<file path="config.mk">
export PLATFORM = sky130hd
export DESIGN_NAME = hazard_forward_unit
export DESIGN_NICKNAME = d
export VERILOG_FILES = /design/src/rtl/hazard_forward_unit.sv
export SDC_FILE = /design/constraint.sdc
export NUM_CORES = 1
export LEC_CHECK = 0
export BUFFER_PORTS_ARGS = -buffer_cell sky130_fd_sc_hd__buf_2
export CORE_MARGIN = 4
export CORE_UTILIZATION = 35
export DETAILED_ROUTE_END_ITERATION = 16
export PLACE_DENSITY = 0.66
export REMOVE_ABC_BUFFERS = 1
export SLEW_MARGIN = 15
export SYNTH_ARGS = -nofsm -noshare
export SYNTH_HDL_FRONTEND = slang
export SYNTH_SLANG_ARGS = --single-unit
</file>
<file path="constraint.sdc">
create_clock -name clk -period 1.5 [get_ports clk]
set_input_delay 0.3 -clock clk [delete_from_list [all_inputs] [get_ports clk]]
set_output_delay 0.3 -clock clk [all_outputs]
set_load 0.1 [all_outputs]
</file>
<file path="src/rtl/hazard_forward_unit.sv">
// Forwarding-select, load-use/branch hazard and memory-wait freeze controller for the 5-stage MIPS pipeline.
// Optional define HAZ_PERF_CNT_EN adds saturating stall_cnt/freeze_cnt performance counters.
module hazard_forward_unit #(
  parameter int REG_AW  = 5,
  parameter int TIMEOUT = 16,
  parameter int CNT_W   = 16
) (
  input  logic              clk,
  input  logic              rst_n,
  input  logic [REG_AW-1:0] ifid_rs,
  input  logic [REG_AW-1:0] ifid_rt,
  input  logic              id_branch,
  input  logic [REG_AW-1:0] idex_rs,
  input  logic [REG_AW-1:0] idex_rt,
  input  logic [REG_AW-1:0] idex_rd,
  input  logic              idex_regwrite,
  input  logic              idex_memread,
  input  logic [REG_AW-1:0] exmem_rd,
  input  logic              exmem_regwrite,
  input  logic              exmem_memread,
  input  logic              exmem_memwrite,
  input  logic [REG_AW-1:0] memwb_rd,
  input  logic              memwb_regwrite,
  input  logic              mem_ack,
  output logic [1:0]        fwd_a_sel,
  output logic [1:0]        fwd_b_sel,
  output logic [1:0]        cmp_a_sel,
  output logic [1:0]        cmp_b_sel,
  output logic              pc_stall,
  output logic              ifid_stall,
  output logic              idex_bubble,
  output logic              pipe_freeze,
  output logic              memwb_bubble,
  output logic              mem_timeout
`ifdef HAZ_PERF_CNT_EN
  ,
  output logic [CNT_W-1:0]  stall_cnt,
  output logic [CNT_W-1:0]  freeze_cnt
`endif
);

  localparam int WCW = (TIMEOUT > 2) ? $clog2(TIMEOUT) : 1;

  typedef enum logic [1:0] {ST_RUN, ST_WAIT, ST_ERR} mem_state_t;

  mem_state_t     state, state_next;
  logic [WCW-1:0] wait_cnt, wait_cnt_next;

  logic ex_a, ex_b, wb_a, wb_b;
  logic ex_ca, ex_cb, wb_ca, wb_cb;
  logic idex_rd_hit, exmem_rd_hit;
  logic load_use, branch_alu, branch_load, hazard;
  logic memop, freeze;

  // Register 0 is hard-wired, so a zero source never matches a producer.
  always_comb begin
    ex_a  = (idex_rs != '0) && exmem_regwrite && (exmem_rd == idex_rs);
    ex_b  = (idex_rt != '0) && exmem_regwrite && (exmem_rd == idex_rt);
    wb_a  = (idex_rs != '0) && memwb_regwrite && (memwb_rd == idex_rs);
    wb_b  = (idex_rt != '0) && memwb_regwrite && (memwb_rd == idex_rt);
    ex_ca = (ifid_rs != '0) && exmem_regwrite && (exmem_rd == ifid_rs);
    ex_cb = (ifid_rt != '0) && exmem_regwrite && (exmem_rd == ifid_rt);
    wb_ca = (ifid_rs != '0) && memwb_regwrite && (memwb_rd == ifid_rs);
    wb_cb = (ifid_rt != '0) && memwb_regwrite && (memwb_rd == ifid_rt);
  end

  always_comb begin
    idex_rd_hit  = (idex_rd != '0) && ((idex_rd == ifid_rs) || (idex_rd == ifid_rt));
    exmem_rd_hit = (exmem_rd != '0) && ((exmem_rd == ifid_rs) || (exmem_rd == ifid_rt));
    load_use     = idex_memread && idex_rd_hit;
    branch_alu   = id_branch && idex_regwrite && !idex_memread && idex_rd_hit;
    branch_load  = id_branch && exmem_memread && exmem_rd_hit;
    hazard       = load_use || branch_alu || branch_load;
  end

  assign memop  = exmem_memread || exmem_memwrite;
  assign freeze = (state == ST_ERR) || (memop && !mem_ack);

  always_ff @(posedge clk or negedge rst_n) begin
    if (!rst_n) begin
      state    <= ST_RUN;
      wait_cnt <= '0;
    end else begin
      state    <= state_next;
      wait_cnt <= wait_cnt_next;
    end
  end

  // The counter reaching TIMEOUT-1 without an ack means TIMEOUT frozen cycles have elapsed.
  always_comb begin
    state_next    = state;
    wait_cnt_next = wait_cnt;
    case (state)
      ST_RUN: begin
        if (memop && !mem_ack) begin
          state_next    = ST_WAIT;
          wait_cnt_next = WCW'(1);
        end
      end
      ST_WAIT: begin
        if (mem_ack) begin
          state_next    = ST_RUN;
          wait_cnt_next = '0;
        end else if (wait_cnt == WCW'(TIMEOUT - 1)) begin
          state_next = ST_ERR;
        end else begin
          wait_cnt_next = wait_cnt + WCW'(1);
        end
      end
      ST_ERR:  state_next = ST_ERR;
      default: state_next = ST_RUN;
    endcase
  end

  // Every output is held low while reset is asserted, independent of the inputs.
  always_comb begin
    fwd_a_sel    = 2'b00;
    fwd_b_sel    = 2'b00;
    cmp_a_sel    = 2'b00;
    cmp_b_sel    = 2'b00;
    pc_stall     = 1'b0;
    ifid_stall   = 1'b0;
    idex_bubble  = 1'b0;
    pipe_freeze  = 1'b0;
    memwb_bubble = 1'b0;
    mem_timeout  = 1'b0;
    if (rst_n) begin
      fwd_a_sel    = ex_a ? 2'b10 : (wb_a ? 2'b01 : 2'b00);
      fwd_b_sel    = ex_b ? 2'b10 : (wb_b ? 2'b01 : 2'b00);
      cmp_a_sel    = ex_ca ? 2'b01 : (wb_ca ? 2'b10 : 2'b00);
      cmp_b_sel    = ex_cb ? 2'b01 : (wb_cb ? 2'b10 : 2'b00);
      pc_stall     = freeze || hazard;
      ifid_stall   = freeze || hazard;
      idex_bubble  = hazard && !freeze;
      pipe_freeze  = freeze;
      memwb_bubble = freeze;
      mem_timeout  = (state == ST_ERR);
    end
  end

`ifdef HAZ_PERF_CNT_EN
  always_ff @(posedge clk or negedge rst_n) begin
    if (!rst_n) begin
      stall_cnt  <= '0;
      freeze_cnt <= '0;
    end else begin
      if (idex_bubble && (stall_cnt != '1))
        stall_cnt <= stall_cnt + CNT_W'(1);
      if (pipe_freeze && (freeze_cnt != '1))
        freeze_cnt <= freeze_cnt + CNT_W'(1);
    end
  end
`endif

endmodule
</file>
== After elaboration in Yosys (flattened, before gate mapping) ==
Index checks and enable logic that the tools add are counted.
Operators by class
  $add $sub $neg: 1
  multiply operators: 0
  div/mod/pow operators: 0
  order comparisons: 0
  equal/unequal tests: 16
  shift operators: 0
  multiplexer cells: 24
  bitwise gates (word level): 0
  reductions and logical operators: 46
Operators by type and width (number)
  equality test 5 bit: 10
  nonzero test 5 bit: 6
  logical AND 1 bit: 26
  two-way mux 2 bit: 13
  two-way mux 4 bit: 3
  one-hot mux 4 bit (2 select lines): 1
  logical OR 1 bit: 7
  two-way mux 1 bit: 6
  inequality test 3 bit (second input constant): 2
  one-hot mux 2 bit (3 select lines): 1
  adder 4 x 1 -> 4 bit (second input constant): 1
  equality test 4 bit (second input constant): 1
  zero test 1 bit: 3
  AND reduction 3 bit: 1
  equality test 2 x 1 -> 1 bit (second input constant): 1
  equality test 2 bit (second input constant): 1
  zero test 2 bit: 1
  inequality test 2 bit (second input constant): 1
  AND reduction 2 bit: 1
  nonzero test 2 bit: 1
Word-level totals
  flip-flop bits (word level): 6
  latch bits: 0
  RAM bits: 0
  bits in read-only memories: 0
  input bits: 45
  output and inout port bits: 14
  logic and storage cells: 89
  memories: 0

== Longest topological paths before layout ==
Gate-level depths: netlist (run 1).
  word-level depth: 8
  depth in mapped cells: 7
  depth with buffers taken out: 6

== Least setup slack after synthesis (run 1) ==
OpenSTA, ideal clock, no wires.
  kind: input -> output
  start: input port memwb_rd[1]
  end: output port cmp_b_sel[1]
  arrival time: 5431 ps
  data required time: 1200 ps
  path slack: -4231 ps
  stages: 4
  path buffers: 1
  cell sequence: clkbuf_1 > xnor2_1 > nand4_1 > a2111oi_0
Between the ends
  word-level cells in the longest chain between the ends: 5
Ends and longest elaborated chain
  from (decl): RTL line 22  | input logic [REG_AW-1:0] memwb_rd,
  equality test 5 bit: RTL line 64  | wb_cb = (ifid_rt != '0) && memwb_regwrite && (memwb_rd == ifid_rt);
  logical AND 1 bit: RTL line 64
  two-way mux 2 bit (2 in series): RTL line 131  | cmp_b_sel = ex_cb ? 2'b01 : (wb_cb ? 2'b10 : 2'b00);
  two-way mux 2 bit: RTL line 127  | if (rst_n) begin
  to (decl): RTL line 28  | output logic [1:0] cmp_b_sel,
Every way passes these cells.

== Final worst setup path (run 1) ==
  start: input port ifid_rt[2]
  end: output port pc_stall
Between the ends
  word-level cells in the longest chain between the ends: 8
  elaborated cells on any way between the ends: 13
  those cells by class: 2 x eq/ne; 1 x mux; 10 x reduce/logical
Ends and longest elaborated chain
  from (decl): RTL line 11  | input logic [REG_AW-1:0] ifid_rt,
  equality test 5 bit: RTL line 68  | idex_rd_hit = (idex_rd != '0) && ((idex_rd == ifid_rs) || (idex_rd == ifid_rt));
  logical OR 1 bit: RTL line 68
  logical AND 1 bit: RTL line 68
  logical AND 1 bit (on tied branches): RTL line 70, 71
  logical OR 1 bit: RTL line 73  | hazard = load_use || branch_alu || branch_load;
  logical OR 1 bit (*): RTL line 73
  logical OR 1 bit (*): RTL line 132  | pc_stall = freeze || hazard;
  two-way mux 1 bit (*): RTL line 127
  to (decl): RTL line 29  | output logic pc_stall,
Every way passes the cells marked *; elsewhere a longest branch is shown, timed or not.

==> results of run 1 <==
[what timing repair did]
action | CTS | global route
buffers inserted | 4 | 8
setup endpoints to repair | 14 | 17
gates cloned | 0 | 0
resized for setup | 63 | 57
pin swaps | 23 | 24
hold endpoints to repair | 0 | 0
[worst min-delay path by stage]
stage / startpoint / to / slack, ps
finish: rst_n / wait_cnt[3]$_DFFE_PN0P_ / 70
global route: rst_n / wait_cnt[3]$_DFFE_PN0P_ / 80
CTS: rst_n / wait_cnt[3]$_DFFE_PN0P_ / 70
detailed placement: rst_n / wait_cnt[3]$_DFFE_PN0P_ / 330
global placement: rst_n / wait_cnt[2]$_DFFE_PN0P_ / 330
floorplan: rst_n / state[0]$_DFFE_PN0P_ / 4
[per-stage QoR]
step,setup slack [ps],instances
after floorplan,-4060,135
after global placement,-521,295
after detailed placement,-554,295
after CTS,-536,296
after global routing,-710,303
final,-722,303
[placed cells by master, fill, tap and decap left out, types with 5 or more instances in the layout]
cell / count
xor2_2: 6
nor2_1: 6
xnor2_2: 9
xnor2_1: 23
nand2_1: 5
nor2_4: 5
xor2_1: 7
buf_2: 24
o21ai_0: 6
dfrtp_1: 6
buf_12: 19
buf_6: 26
buf_4: 48
nand4_1: 6
nand3_1: 9
[where the power goes]
part / total (mW) / switching, mW / internal, mW / leakage [nW]
clock: 0.164 / 0.0721 / 0.0915 / 0.0138
sequential: 0.184 / 0.00968 / 0.175 / 0.0783
combinational: 0.856 / 0.439 / 0.418 / 1.05
total: 1.20 / 0.520 / 0.684 / 1.14
[cell usage after synthesis, drive strengths merged]
cell type	instances
nand2b	2
nand3b	1
nor3b	2
ha	1
nand3	11
nor3	7
xnor2	36
nand2	5
o21ai	7
a2111o	1
o31ai	1
xor2	14
o21ba	1
nor2	11
or4	5
dfrtp	6
nand4	6
o221ai	1
mux2	1
a2111oi	2
buf	8
and2	3
nor4	4
inv	2
clkbuf	5
a21oi	5
[logic make-up after synthesis]
logic type / count (synthesis)
buf+inv: 15
flops: 6
simple gates: 57
fa+ha+maj: 1
mux: 1
compound gates: 18
xor+xnor: 50
[sequential cells by signal, summed over array words and instances, names as in the netlist]
name and count:
state 2, wait_cnt 4
[layer usage]
metal  part of all wire [%]  up-vias  global-route usage [%]  routed length [um]
li1                       -      733                       -                   -
met1                     35      885                    28.4                2770
met2                     45      195                    47.4                3550
met3                     11       69                    4.44                 825
met4                    8.4        0                    16.8                 658
met5                      0        -                       0                   0
[cell type report]
cell class / count / share of cell area [%]
Multi-Input combinational cell: 127 / 47.9
Inverter: 2 / 0.270
Clock buffer: 3 / 0.810
Sequential cell: 6 / 5.40
Timing Repair Buffer: 121 / 43.6
Tap cell: 44 / 1.98
==> results by group, run 1 <==
Timing
  • Final Hold Vio Count: 0
  • Setup_tns: -5890 ps
  • Endpoints failing setup: 16
  • Fin Hold WS: 74.2 ps
  • Clock Skew: between 5 and 6 ps
  • Final WS setup: -722 ps
  • Slew Viols, Final: 0
  • Slew @ Worst Pin: slightly above 400 ps
  • Post-layout min period: 2220 ps
  • Tcrit/Tclk final: 148%
  • RSZ-0062 raised after global routing: yes
  • Relative slew slack: between 70% and 80%
  • Max frequency: between 400 and 500 MHz

Outcome
  • Failing checks: negative setup slack
  • Status: finished, violations left

Worst setup path
  • Crit path capture: pc_stall
  • Crit Path Class: primary input to output pin
  • Setup crit end kind: output pin
  • Critical path depth: 7
  • Flop2flop setup slack: -20 ps
  • Startpoint types: primary input
  • Critical path buffers and inverters: 2
  • Crit path largest cell delay: 420 ps
  • Top Family by Delay on Critical Path: simple AND/OR/NAND/NOR gates
  • CP required: between 1000 and 1500 ps
  • Crit-path slowest cell: a2111o_1
  • CP Max Fanout: 3
  • Critical path arrival: approximately 1900 ps
  • R2R cell count: 4
  • Critical Path Start: ifid_rt[2]
  • Worst R2R End: wait_cnt[0]$_DFFE_PN0P_
  • FF-to-FF Start: wait_cnt[1]$_DFFE_PN0P_
  • Sequence of cells on the critical path: buf_2, xor2_1, nor3_2, nand3_1, a2111o_1, nand3b_1, buf_12

Final layout
  • FF/Latch Area: 150 sq um
  • Layout cell share with drive strength beyond 1: between 60% and 70%
  • Multi-input logic area: ~1300 sq um
  • Synth-to-Final Area Change: 143%
  • Antenna Cells: 0
  • Fin nets: 307
  • Fillers: between 100 and 150
  • Final non-filler cell area: 2780 sq um
  • Utilization after layout: ~90%

Flow run
  • Max Cap Viol: 0

Detailed routing
  • Vias: about 1900
  • WL final: just under 8 mm
  • Vias/cell: between 6 and 7
  • DRC errors left: 0
  • Wire per inst: ~26 um
  • Drt pass-1 iters: 4
  • DRT iter0 DRCs: roughly 250
  • DRT antenna net count: 0

Logic synthesis
  • Yosys reg bits: 6
  • Synth Area in Compound Gates: between 10 and 15%
  • Seq/Total Area, Yosys: between 10% and 20%
  • Synth Area per Inst: a little under 8 sq um
  • Xor and xnor area share after synthesis: around two fifths
  • Post-synthesis mux area share: 0.983%
  • Ys Warns: 0
  • Adder-Cell Fraction of Synth Area: under 10%
  • Simple-gate share of the synthesized area: a little under a third
  • Post-Syn Area: roughly 1100 sq um
  • Largest family of logic cells by synthesized area: XOR/XNOR gates
  • Distinct cells, synth: 34
  • Synth top area cells: xnor2_1 28%, dfrtp_1 13%, xor2_1 11%
  • Area leader, netlist: xnor2_1
  • Synth Instances: approximately 150
  • Share of Yosys cell area claimed by the top area cell type: approximately 28%

Clocking
  • CTS tree: built
  • Clock slew at reported path FFs: 50 ps
  • Maximum clock insertion buffer count: 2
  • Clk root buf: clkbuf_4
  • Number of H-tree levels: 1
  • CTS Hold Bufs: 0
  • Worst skew pair latency: between 200 and 300 ps
  • Number of CTS-inserted buffers: 3
  • Sinks on Clock Net: 6

Die
  • Die width: between 60 and 70 um
  • # IOs: 59
  • Starting Density: 36.9%
  • CORE AREA: 3100 sq um
  • Die area: around 4300 sq um
  • Die height: 65.2 um
  • Row Count: 20

Global route
  • First-pass GRT wire length: 8.65 mm
  • Gr usage total: between 20% and 30%
  • Largest net degree at the start of global routing: 9
  • GRT Residual Overflow: 0
  • Number of global-route vias before repair: around 1800
  • Initial antenna violation count: 0

Power and ir drop
  • Power Density: ~430 nW/um^2
  • Pleak: between 1 and 1.5 nW
  • Post-route total power: 1.20 mW
  • Worst vdd ir: ~400 uV

Place
  • RePlAce Congestion: 0.816
  • Port Buffers: a little under 60
  • HPWL after detailed placement: 3.48 mm
  • Placed Area: roughly 2100 sq um

Worst hold path
  • Min-delay worst type: primary input to async pin
No activity file was read; power rests on OpenSTA's default activity.
==> run 2, diff against run 1 <==
CAP_MARGIN = 10   (was unset)
PLACE_DENSITY = 0.63   (was 0.66)
clock period = 2.4 ns   (was 1.5 ns; I/O delays follow)
==> run 2 against run 1 <==
Effect of this change:
- largest cell class unchanged
- die area stayed put
- register-to-register slack better by 790 ps
- sequential power is 36% lower
- hold slack better by 17 ps
- first-iteration DRC count is 78% lower
- sequential share of layout area is 3.1 points higher
- sequential cell count stayed put
- the run now ends clean
- cell count is 16% lower
- clock skew is 2.1 ps lower
- cell area is 36% lower
- routed wire length is 57% lower
==> results by group, run 2 (synthesis results as in run 1) <==
Global route
  • Number of global-route vias before repair: 1235 (-32%)
  • Initial antenna violation count: 0 (unchanged)
  • First-pass GRT wire length: 5.58 mm (-36%)
  • GR Util met1: 21.6% (-6.8 points)
  • Met2 usage: 28.6% (-19 points)
  • Met3 Use GR: 1.71% (-2.7 points)
  • GRT Residual Overflow: 0 (unchanged)
  • Largest net degree at the start of global routing: 13 (+4)
  • Most Crowded Layer GR: met2
  • Gr usage total: 16.2% (-10 points)

Final layout
  • Utilization after layout: 57.1% (-33 points)
  • Most frequent cells in the layout: 44 x buf_2, 36 x xnor2_1, 15 x buf_4, 13 x xor2_1
  • Largest reg by FF count: wait_cnt
  • FF/Latch Area: 150 sq um (unchanged)
  • Most common cell after layout, fill and taps aside: buf_2
  • Multi-input logic area: 946 sq um (-29%)
  • Regs by FF count: wait_cnt x4, state x2
  • Layout cell share with drive strength beyond 1: 43.1% (-25 points)
  • Fillers: 301 (+140%)
  • Fin nets: 259 (-16%)
  • Antenna Cells: 0 (unchanged)
  • Max reg flops: 4 (unchanged)
  • Synth-to-Final Area Change: 54.6%

Worst setup path
  • Flop2flop setup slack: 770 ps (+790 ps)
  • Worst R2R End: wait_cnt[0]$_DFFE_PN0P_
  • CP required: 1920 ps (+720 ps)
  • Startpoint types: primary input
  • CP Max Fanout: 3 (unchanged)
  • Critical path arrival: 1890 ps (-30 ps)
  • R2R cell count: 4 (unchanged)
  • Critical Path Start: ifid_rs[0]
  • Crit Path Class: primary input to output pin
  • Setup crit end kind: output pin
  • FF-to-FF Start: wait_cnt[0]$_DFFE_PN0P_

Die
  • # IOs: 59 (unchanged)
  • Starting Density: 36.9% (unchanged)
  • Row Count: 20 (unchanged)
  • Die width: 65.2 um (unchanged)
  • CORE AREA: 3100 sq um (unchanged)
  • Die area: 4250 sq um (unchanged)
  • Die height: 65.2 um (unchanged)

Timing
  • Post-layout min period: 2370 ps
  • RSZ-0062 raised after global routing: yes
  • Endpoints failing setup: 0 (-16)
  • Fin Hold WS: 90.9 ps (+16.7 ps)
  • Max frequency: 421 MHz
  • Slew Viols, Final: 0 (unchanged)
  • Tcrit/Tclk final: a little over nine tenths
  • Setup_tns: 0 ps (+5890 ps)
  • Clock Skew: 2.92 ps (-2.11 ps)
  • Final Hold Vio Count: 0 (unchanged)
  • Relative slew slack: 67.3% (-5.0 points)
  • Slew @ Worst Pin: 494 ps (+77.8 ps)

Place
  • HPWL after detailed placement: 2.91 mm (-16%)
  • Port Buffers: 58 (unchanged)
  • RePlAce Congestion: 0.835 (+2.3%)

Detailed routing
  • Vias: 1262 (-33%)
  • Vias/cell: 4.95 (-20%)
  • DRT antenna net count: 0 (unchanged)
  • DRC errors left: 0 (unchanged)
  • Wire per inst: 13.3 um (-48%)
  • Drt pass-1 iters: 4 (unchanged)
  • DRT iter0 DRCs: 55 (-78%)
  • WL final: 3.39 mm (-57%)

Power and ir drop
  • Post-route total power: 0.507 mW (-58%)
  • Power Density: 286 nW/um^2 (-34%)
  • Pleak: 0.711 nW (-38%)
  • Worst vdd ir: 260 uV (-35%)

Clocking
  • Post-CTS setup buffer count: 0 (-4)
  • CTS Hold Bufs: 0 (unchanged)
  • Sinks on Clock Net: 6 (unchanged)
  • CTS tree: built
  • Worst skew pair latency: 240 ps (-20 ps)
  • Clk root buf: clkbuf_4
  • Clock slew at reported path FFs: 50 ps (about the same)
  • Maximum clock insertion buffer count: 2 (unchanged)
  • Number of H-tree levels: 1 (unchanged)
  • Number of CTS-inserted buffers: 3 (unchanged)

Outcome
  • Status: complete, no violations

Worst hold path
  • Min-delay worst type: primary input to async pin

Flow run
  • Max Cap Viol: 0 (unchanged)
## run 2: stage by stage
stage               cell area [sq um]  instances  setup slack, ps
floorplan                        1080        135            -3520
global placement                 1710        252             4.43
detailed placement               1710        252            -12.7
CTS                              1740        255             1.94
global route                     1770        255            -52.8
finish                           1770        255             26.6
## run 2: where the power goes
part | internal, mW | switching (mW) | leakage [nW]
clock network | 0.0566 | 0.0375 | 0.0138
registers | 0.109 | 0.00819 | 0.0783
logic | 0.133 | 0.162 | 0.618
total | 0.299 | 0.207 | 0.711
## run 2: layer usage
layer	wire [um]	share of wire, %	up-vias
met4	0	0	0
li1	-	-	639
met5	0	0	-
met2	1630	48	40
met1	1570	46	583
met3	198	5.8	0
## run 2: area by class of cell
class / count / area share (%)
multi-input combinational: 127 / 53.4
timing repair buffer: 73 / 33.3
sequential: 6 / 8.47
tap: 44 / 3.11
clock buffer: 3 / 1.27
inverter: 2 / 0.424
## run 2: worst max-delay path: stages
cell and delay, ps:
buf_2 120, xor2_1 160, nor3_2 150, nand3_1 100, a2111o_1 450, nand3b_1 220
buf_12 210
## run 2: timing repair
item                                    CTS  global route
pin swaps                                 3             6
endpoints found under the setup margin    2             6
gates resized for setup                   2            11
## run 2: worst max path at each step
| stage | to | slack [ps] | cells after the start |
|---|---|---|---|
| after detailed placement | ifid_stall | -10 | 7 |
| final | ifid_stall | 30 | 7 |
| after global placement | pc_stall | 4 | 7 |
| after floorplan | cmp_b_sel[1] | -3520 | 4 |
| after global routing | ifid_stall | -50 | 7 |
| after CTS | ifid_stall | 2 | 7 |
==> run 3, diff against run 2 <==
CORE_MARGIN = unset   (was 4)
clock period = 2.7 ns   (was 2.4 ns; I/O delays follow)
==> run 3 against run 2 <==
Effect of this change:
- sequential cell count is the same
- largest power group unchanged
- register-to-register slack better by 270 ps
- clock-buffer cell count is the same
- global-route usage rose by 1.5 points
- largest cell class unchanged
- cell count down 4.7%
- routed wire length fell by 9.5%
- sequential share of layout area increased by 0.69 points
- worst setup slack better by 160 ps
- die area fell by 18%
- power down 15%
- clock power down 8.7%
==> results by group, run 3 (synthesis results as in run 1) <==
Detailed routing
  • DRT antenna net count: 0 (unchanged)
  • WL final: 3.07 mm (-9.5%)
  • Vias: 1198 (-5.1%)
  • Vias/cell: 4.93 (-0.38%)
  • Met1 WL: 1.41 mm (-10%)
  • WL met3: 164 um (-17%)
  • Wire per inst: 12.6 um (-5.1%)
  • DRC errors left: 0 (unchanged)
  • Drt pass-1 iters: 4 (unchanged)
  • Top routing layer used: met4
  • DRT iter0 DRCs: 50 (-9.1%)
  • Met2 WL: 1.47 mm (-9.5%)

Clocking
  • CTS tree: built
  • CTS Hold Bufs: 0 (unchanged)
  • Maximum clock insertion buffer count: 2 (unchanged)
  • Sinks on Clock Net: 6 (unchanged)
  • Worst skew pair latency: 250 ps (about the same)
  • Clock slew at reported path FFs: 50 ps (about the same)
  • Post-CTS setup buffer count: 0 (unchanged)
  • Clk root buf: clkbuf_4
  • Number of CTS-inserted buffers: 3 (unchanged)
  • Number of H-tree levels: 1 (unchanged)
  • Post-CTS Resized: 0 (-2)

Global route
  • First-pass GRT wire length: 4.73 mm (-15%)
  • GRT Residual Overflow: 0 (unchanged)
  • Largest net degree at the start of global routing: 10 (-3)
  • Initial antenna violation count: 0 (unchanged)
  • Gr usage total: 17.7% (+1.5 points)
  • Number of global-route vias before repair: 1058 (-14%)

Timing
  • Fin Hold WS: 333 ps (+242 ps)
  • Tcrit/Tclk final: just over 90%
  • RSZ-0062 raised after global routing: no
  • Setup_tns: 0 ps (unchanged)
  • Clock Skew: 1.19 ps (-1.73 ps)
  • Final Hold Vio Count: 0 (unchanged)
  • Slew @ Worst Pin: 495 ps (+1.82 ps)
  • Endpoints failing setup: 0 (unchanged)
  • Relative slew slack: 67.0% (-0.35 points)
  • Post-layout min period: roughly 2500 ps
  • Max frequency: about 400 MHz
  • Slew Viols, Final: 0 (unchanged)

Worst setup path
  • Startpoint types: primary input
  • FF-to-FF Start: wait_cnt[0]$_DFFE_PN0P_
  • Crit-path slowest cell: a2111o_1
  • Sequence of cells on the critical path: buf_2, xor2_1, nor3_2, nand3_1, a2111o_1, nand3b_1, buf_12
  • Flop2flop setup slack: 1040 ps (+270 ps)
  • Crit Path Class: primary input to output pin
  • Critical path buffers and inverters: 2 (unchanged)
  • R2R cell count: 4 (unchanged)
  • CP required: 2160 ps (+240 ps)
  • Worst R2R End: wait_cnt[0]$_DFFE_PN0P_
  • Critical Path Start: ifid_rs[2]
  • Setup crit end kind: output pin
  • CP Max Fanout: 4 (+1)
  • Top Family by Delay on Critical Path: simple AND/OR/NAND/NOR gates
  • Crit path largest cell delay: 450 ps (about the same)
  • Critical path arrival: 1980 ps (+90 ps)

Power and ir drop
  • Worst vdd ir: 250 uV (-4.0%)
  • Fraction of power consumed by combinational cells: 56.0% (-2.2 points)
  • Power Density: 264 nW/um^2 (-7.6%)
  • Sequential power share: 24.1% (+0.9 points)
  • Sw Share: 41.9% (+0.95 points)
  • Pleak: 0.642 nW (-9.7%)
  • Clock power frac: 19.8% (+1.2 points)
  • P_int: 0.252 mW (-16%)
  • Sw Pwr: 0.181 mW (-13%)

Place
  • HPWL after detailed placement: 2.63 mm (-9.7%)
  • RePlAce Congestion: 0.822 (-1.6%)
  • Placed Cells: 240 (-4.8%)
  • Placed Area: 1620 sq um (-5.3%)
  • Port Buffers: 58 (unchanged)

Die
  • Die width: 59.2 um (-9.2%)
  • CORE AREA: 3080 sq um (-0.81%)
  • Row Count: 20 (unchanged)
  • Die height: 59.2 um (-9.2%)
  • Starting Density: 37.2% (+0.30 points)
  • # IOs: 59 (unchanged)
  • Die area: 3510 sq um (-18%)

Final layout
  • Most common cell after layout, fill and taps aside: buf_2
  • Utilization after layout: 53.3% (-3.8 points)
  • Non-Filler Instances: 243 (-4.7%)
  • Synth-to-Final Area Change: 43.0%
  • Final non-filler cell area: 1640 sq um (-7.5%)
  • Largest reg by FF count: wait_cnt
  • Antenna Cells: 0 (unchanged)
  • Most frequent cells in the layout: 47 x buf_2, 36 x xnor2_1, 14 x xor2_1, 11 x nand3_1, 11 x buf_12
  • Regs by FF count: wait_cnt x4, state x2
  • Layout cell share with drive strength beyond 1: 37.7% (-5.4 points)
  • Max reg flops: 4 (unchanged)
  • Fin nets: 247 (-4.6%)

Outcome
  • Status: complete, no violations

Worst hold path
  • Min-delay worst type: primary input to async pin

Flow run
  • Max Cap Viol: 0 (unchanged)
==> run 3: cell count changes in the layout (fill, tap and decap cells not counted), sizes merged <==
cell  change
buf      -12
==> run 3: cell type report <==
class                   count  area [sq um]
multi-input cells         127           926
well taps                  44          55.1
repair buffers             61           478
fillers                   299          1440
flip-flops and latches      6           150
inverters                   2          7.51
clock buffers               3          22.5
==> run 3: routing by layer <==
metal / vias to the layer above / GRT usage (%)
met2: 42 / 30.5
met3: 4 / 1.53
met1: 532 / 23.1
met5: - / 0
li1: 620 / -
met4: 0 / 5.78
==> run 3: worst max-delay path by stage <==
| stage | cells past startpoint | slack (ps) | end |
|---|---|---|---|
| finish | 7 | 180 | pc_stall |
| global route | 7 | 50 | pc_stall |
| CTS | 7 | 180 | pc_stall |
| detailed placement | 7 | 180 | pc_stall |
| global placement | 7 | 190 | pc_stall |
| floorplan | 4 | -3340 | cmp_b_sel[1] |
==> run 3: worst register-to-register path, delay by kind of cell, from the launching register on <==
kind            cells  cell delay [ps]
flops               1              400
mux                 1              390
compound gates      1              440
simple gates        1              120
fa+ha+maj           1              200
==> run 3: stage by stage <==
| stage | setup WS (ps) | power, mW |
|---|---|---|
| floorplan | -3340 | 0.243 |
| global placement | 189 | 0.348 |
| detailed placement | 179 | 0.349 |
| CTS | 179 | 0.439 |
| global route | 51.8 | 0.462 |
| finish | 185 | 0.433 |
==> run 3: power by group through the flow <==
stage	clock network, mW	registers, mW	logic [mW]
6_report	0.0859	0.105	0.242
5_1_grt	0.0946	0.106	0.261
4_1_cts	0.0904	0.104	0.244
3_5_place_dp	0	0.105	0.243
3_3_place_gp	0	0.105	0.243
2_1_floorplan	0	0.104	0.139
